$ cat src/rtl/dcache_arb_pkg.sv
// Shared types for the data-cache port arbiter: FSM state encoding and the
// request bundle that is driven onto the cache port or parked in the hold buffer.
package dcache_arb_pkg;

  localparam int ARB_LINE_OFFSET_BITS = 5;
  localparam int ARB_PF_TIMEOUT       = 16;

  typedef enum logic [1:0] {
    IDLE = 2'd0,
    DEM  = 2'd1,
    PF   = 2'd2
  } arb_state_t;

  typedef struct packed {
    logic [31:0] addr;
    logic [3:0]  rmask;
    logic [3:0]  wmask;
    logic [31:0] wdata;
  } cache_req_t;

endpackage

$ cat src/rtl/dcache_port_arbiter.sv
// Arbitrates the single dcache UFP port between execute demands and stride-prefetch line fetches.
// Optional build macro DCACHE_ARB_PF_DEDUP_EN drops prefetches that hit the line of the last demand.
module dcache_port_arbiter
  import dcache_arb_pkg::*;
#(
  parameter int PF_TIMEOUT = ARB_PF_TIMEOUT
`ifdef DCACHE_ARB_PF_DEDUP_EN
  ,
  parameter int LINE_OFFSET_BITS = ARB_LINE_OFFSET_BITS
`endif
) (
  input  logic        clk,
  input  logic        rst,
  input  logic [31:0] dmem_addr,
  input  logic [3:0]  dmem_rmask,
  input  logic [3:0]  dmem_wmask,
  input  logic [31:0] dmem_wdata,
  output logic [31:0] dmem_rdata,
  output logic        dmem_resp,
  input  logic        pf_req,
  input  logic [31:0] pf_addr,
  output logic        pf_ack,
  output logic        pf_done,
  output logic        pf_drop,
  output logic [31:0] ufp_addr,
  output logic [3:0]  ufp_rmask,
  output logic [3:0]  ufp_wmask,
  output logic [31:0] ufp_wdata,
  input  logic [31:0] ufp_rdata,
  input  logic        ufp_resp,
  output logic        busy,
  output arb_state_t  dbg_state
);

  localparam int TO_W = $clog2(PF_TIMEOUT + 1);

  // Handshake: a nonzero rmask/wmask is a one-cycle request; the matching
  // *_resp pulse completes it. pf_req is level, held until pf_ack or pf_drop.
  arb_state_t      state_q, state_d;
  cache_req_t      dem_req, ufp_req;
  cache_req_t      buf_q;
  logic            buf_valid_q;
  logic            buf_set, buf_clr;
  logic            demand_live, dem_issue;
  logic            pf_dup, dedup_drop, timeout_hit;
  logic [TO_W-1:0] to_cnt_q;
  logic            pf_addr_unused;

  assign demand_live    = (|dmem_rmask) | (|dmem_wmask);
  assign dem_req        = '{addr: dmem_addr, rmask: dmem_rmask, wmask: dmem_wmask, wdata: dmem_wdata};
  assign pf_addr_unused = ^pf_addr[1:0];

`ifdef DCACHE_ARB_PF_DEDUP_EN
  logic [31-LINE_OFFSET_BITS:0] last_line_q;
  logic                         last_line_valid_q;

  assign pf_dup = last_line_valid_q && (pf_addr[31:LINE_OFFSET_BITS] == last_line_q);

  always_ff @(posedge clk) begin
    if (rst) begin
      last_line_q       <= '0;
      last_line_valid_q <= 1'b0;
    end else if (dem_issue) begin
      last_line_q       <= ufp_req.addr[31:LINE_OFFSET_BITS];
      last_line_valid_q <= 1'b1;
    end
  end
`else
  assign pf_dup = 1'b0;
`endif

  always_comb begin
    state_d    = state_q;
    ufp_req    = '0;
    dmem_rdata = '0;
    dmem_resp  = 1'b0;
    pf_ack     = 1'b0;
    pf_done    = 1'b0;
    dedup_drop = 1'b0;
    buf_set    = 1'b0;
    buf_clr    = 1'b0;
    dem_issue  = 1'b0;
    // Outputs are held low while reset is asserted; the cache resets alongside.
    if (!rst) begin
      unique case (state_q)
        IDLE: begin
          if (demand_live) begin
            ufp_req   = dem_req;
            dem_issue = 1'b1;
            state_d   = DEM;
          end else if (buf_valid_q) begin
            ufp_req   = buf_q;
            buf_clr   = 1'b1;
            dem_issue = 1'b1;
            state_d   = DEM;
          end else if (pf_req && pf_dup) begin
            dedup_drop = 1'b1;
          end else if (pf_req) begin
            ufp_req.addr  = {pf_addr[31:2], 2'b00};
            ufp_req.rmask = 4'hF;
            pf_ack        = 1'b1;
            state_d       = PF;
          end
        end
        DEM: begin
          dmem_rdata = ufp_rdata;
          dmem_resp  = ufp_resp;
          if (ufp_resp) state_d = IDLE;
        end
        PF: begin
          // A demand landing on the fill-completion cycle is still parked.
          if (demand_live) buf_set = 1'b1;
          if (ufp_resp) begin
            pf_done = 1'b1;
            state_d = IDLE;
          end
        end
        default: state_d = IDLE;
      endcase
    end
  end

  assign timeout_hit = pf_req && !pf_ack && (to_cnt_q == TO_W'(PF_TIMEOUT));
  assign pf_drop     = !rst && (timeout_hit || dedup_drop);

  always_ff @(posedge clk) begin
    if (rst) state_q <= IDLE;
    else     state_q <= state_d;
  end

  always_ff @(posedge clk) begin
    if (rst) begin
      buf_valid_q <= 1'b0;
      buf_q       <= '0;
    end else if (buf_set) begin
      buf_valid_q <= 1'b1;
      buf_q       <= dem_req;
    end else if (buf_clr) begin
      buf_valid_q <= 1'b0;
    end
  end

  always_ff @(posedge clk) begin
    if (rst || !pf_req || pf_ack || pf_drop) to_cnt_q <= '0;
    else                                     to_cnt_q <= to_cnt_q + TO_W'(1);
  end

  assign ufp_addr  = ufp_req.addr;
  assign ufp_rmask = ufp_req.rmask;
  assign ufp_wmask = ufp_req.wmask;
  assign ufp_wdata = ufp_req.wdata;
  assign busy      = !rst && (state_q != IDLE);
  assign dbg_state = state_q;

  // Execute waits for dmem_resp before issuing again, so no demand may arrive in DEM.
  assert property (@(posedge clk) disable iff (rst) (state_q == DEM) |-> !demand_live);
  assert property (@(posedge clk) disable iff (rst) !(pf_ack && pf_drop));
  assert property (@(posedge clk) disable iff (rst) !(dmem_resp && pf_done));

endmodule

$ cat config.mk
export PLATFORM = sky130hd
export DESIGN_NAME = dcache_port_arbiter
export DESIGN_NICKNAME = d
export VERILOG_FILES = /design/src/rtl/dcache_arb_pkg.sv /design/src/rtl/dcache_port_arbiter.sv
export SDC_FILE = /design/constraint.sdc
export NUM_CORES = 1
export LEC_CHECK = 0
export ABC_AREA = 0
export CAP_MARGIN = 10
export CORE_ASPECT_RATIO = 1.2
export CORE_UTILIZATION = 38
export DETAILED_ROUTE_END_ITERATION = 12
export MAX_ROUTING_LAYER = met4
export PLACE_DENSITY = 0.8
export SYNTH_ARGS = -nofsm -noshare
export SYNTH_HDL_FRONTEND = slang
export SYNTH_SLANG_ARGS = --single-unit
$ cat constraint.sdc
create_clock -name clk -period 2 [get_ports clk]
set_clock_uncertainty 0.1 [all_clocks]
set_input_delay 0.4 -clock clk [delete_from_list [all_inputs] [get_ports clk]]
set_output_delay 0.4 -clock clk [all_outputs]
set_load 0.02 [all_outputs]
==> out/metrics.cfg <==
[timing]
finalHoldViolCount = 0
drv_slew = 0
fin_crit_ns = 2.48
layout_setup_ws_ns = -0.478
rsz0062_at_grt = yes
fmax_mhz = 404
finalSetupTns_ns = -33.55
worstMarginPinSlew_ns = 0.457
period_share_pct = 124
hold_ws_ns = 0.333
relSlewSlack_pct = 69.5
setup_violations = 110

[setup_path]
regToRegSetupSlack_ns = 0
rr_worst_depth = 9
crit_family = buffers and inverters
path_common_cell = buf_6
path_max_fanout = 17
crit_type = flip-flop to output pin
cp-start-kind = flip-flop
path_buf_inv = 4
r2r-end = buf_q[67]$_SDFFE_PP0P_
path_cells = inv_4 > ha_4 > nor2b_4 > buf_4 > buf_6 > nand2_1 > o221ai_4 > buf_6
cp_data_arrival_time_ns = 1.98
max_stage_delay_ns = 0.35
cp.required_ns = 1.50
r2r_start = dbg_state[0]$_SDFFE_PP0P_
crit_path_end_kind = output pin
cp_slowest_cell = dfxtp_4

[floorplanning]
rows = 46
start_util_pct = 39.3
die_x_um = 109
dieHeight_um = 130
core_area_mm2 = 0.0133
boundaryPins = 251
dieArea_mm2 = 0.0142

[power_and_ir_drop]
p_leak_uw = 0.00458
power.density_mw_per_mm2 = 593
vdd_drop_max_mv = 0.438

[global_routing]
grt_pass1_vias = 5761
grt_max_degree = 41
grt_overflow_total = 0
antenna_found_initial = 1
grt_pass1_wl_um = 29200
top_usage_layer = met2
gr-usage-met2_pct = 50.1
grt_usage_pct = 27.4
grt_util_met1_pct = 29.0
use_met3_pct = 5.06

[placed_design]
dpl.hpwl_um = 12800
routabilityCongestion = 0.796
io_buffers = 248
dp_cells = 972

[run_status]
outcome = finished with violations
violations = setup timing

[clocking]
clkSlewWorstSetupHoldPaths_ns = 0.06
cts_tree = built
htreeDepth = 3
cts.sinks = 80
numCtsBuffers = 9
root_buffer = clkbuf_16
clock_latency_ns = 0.33
clk_path_buf_depth = 2
cts_hold_buf = 0

[logic_synthesis]
synth_xor_area_share_pct = 0.503
synth_cells = 518
postSynth.asyncResetShare_pct = 0
synth-edff-count = 0
synth-simple-area-share_pct = 21.8
yosys.area.top_type_share_pct = 30.7
synthesis.nets = 663
synth_fa_ha_area_share_pct = 1.20
synth_seq_cells = 80
synth.largest_area_cell = dfxtp_1
synth_ff_type = dfxtp_1
ys_seq_area_share_pct = 30.7
yosysWarnings = 0
syn_avg_cell_area_um2 = 10.1
ys_top_cells_by_area = dfxtp_1 (31%), mux2_4 (20%), nor2b_1 (8.9%), a22o_1 (6.4%), o221ai_2 (5.7%)
synth_top_family_by_area = simple AND/OR/NAND/NOR gates
netlist_area_mm2 = 0.00522
synth.area.mux_share_pct = 20.5
yosysUniqueCellTypes = 42
synth-compound-area-share_pct = 15.9

[layout]
final_common_cell = clkdlybuf4s50_1
area_growth_pct = 88.6
layout.nets = 993
stdcell_count = 1021
nFillCells = 888
final_cell_mix = clkdlybuf4s50_1 (128), buf_4 (109), buf_6 (98)
drive_above_1_share_pct = 52.0

[detailed_routing]
vias = 5430
vias_per_cell = 5.32
ant_nets = 0
wl_per_cell_um = 19.6
drc = 0
firstDrtPassIters = 4
first_iter_violations = 252
routed_wl_um = 20000

[flow_run]
drv_cap = 0

[worst_hold_path]
hp-start = dmem_rmask[0]
hold_class = primary input to flip-flop
min_to = buf_q[36]$_SDFFE_PP0P_
holdPathStages = 3

## power by group
part	total [uW]	leakage (uW)	internal, uW	switching, uW
registers	1690	0.000648	1650	36.0
clock network	1660	0.000146	1010	651
logic	2490	0.00378	1420	1070
## layer usage
| layer | wire [um] | vias up |
|---|---|---|
| li1 | - | 2499 |
| met1 | 7420 | 2664 |
| met2 | 10700 | 226 |
| met3 | 1250 | 41 |
| met4 | 566 | 0 |
| met5 | 0 | - |
## registers in the layout (all words and copies together) (netlist names)
| name | count |
|---|---|
| buf_q | 72 |
| to_cnt_q | 5 |
| dbg_state | 2 |
| buf_valid_q | 1 |
## how the worst max path moves through the flow
stage                              start           end  slack [ns]  cells after the start
6_report       dbg_state[1]$_SDFFE_PP0P_  ufp_addr[21]       -0.48                      8
5_1_grt        dbg_state[0]$_SDFFE_PP0P_  ufp_addr[21]       -0.54                      8
4_1_cts        dbg_state[1]$_SDFFE_PP0P_  ufp_rmask[3]       -0.43                      9
3_5_place_dp               dmem_rmask[1]   ufp_addr[4]       -1.14                      6
3_3_place_gp               dmem_rmask[1]   ufp_addr[4]       -1.10                      6
2_1_floorplan  dbg_state[1]$_SDFFE_PP0P_  ufp_rmask[2]       -0.11                      7
## cell type report
type | instances | area, um^2 | area share (%)
timing repair buffer | 369 | 3790 | 38.5
multi-input combinational | 352 | 3790 | 38.4
sequential | 80 | 1610 | 16.4
clock buffer | 14 | 295 | 3.00
tap | 168 | 210 | 2.13
inverter | 36 | 148 | 1.50
clock inverter | 1 | 7.51 | 0.0762
antenna | 1 | 2.50 | 0.0254
## timing repair
item                       in CTS  in global routing
gates resized for setup       708                 49
pin swaps                      15                 30
setup endpoints to repair     180                108
setup buffers                  26                  8
gates cloned                   11                  1
## stage by stage
| stage | utilization [%] | instance area (um^2) | worst slack, ns | power [uW] |
|---|---|---|---|---|
| after floorplan | - | 5620 | -0.106 | 2750 |
| after global placement | 65.6 | 8730 | -1.10 | 3770 |
| after detailed placement | 65.6 | 8730 | -1.14 | 3810 |
| after CTS | 72.5 | 9640 | -0.428 | 5800 |
| after global routing | 74.1 | 9850 | -0.540 | 6060 |
| final | 74.1 | 9850 | -0.478 | 5840 |
## worst register-to-register path: cells and delay by family (launching register included)
| family | cells | cell delay (ns) |
|---|---|---|
| DFF | 1 | 0.35 |
| buffers and inverters | 6 | 0.63 |
| adders and majority gates | 1 | 0.15 |
| muxes | 1 | 0.32 |
| AOI/OAI and AO/OA | 1 | 0.35 |
## synthesized netlist by cell type (7+ instances only)
master,number
a22o_1,38
and2_1,34
buf_12,7
buf_2,19
clkbuf_1,18
dfxtp_1,80
inv_1,35
mux2_4,69
nand2_1,32
nand4_1,31
nor2b_1,74
o221ai_1,9
o221ai_2,20
## cells by family after synthesis
logic type               count (synthesis)
XOR/XNOR                                 3
adder cells (fa/ha/maj)                  5
AO/OA/AOI/OAI                           80
buffers and inverters                   86
multiplexers                            72
AND/OR/NAND/NOR                        192
flip-flops                              80
Note: power is estimated with default switching activity, not from simulation.
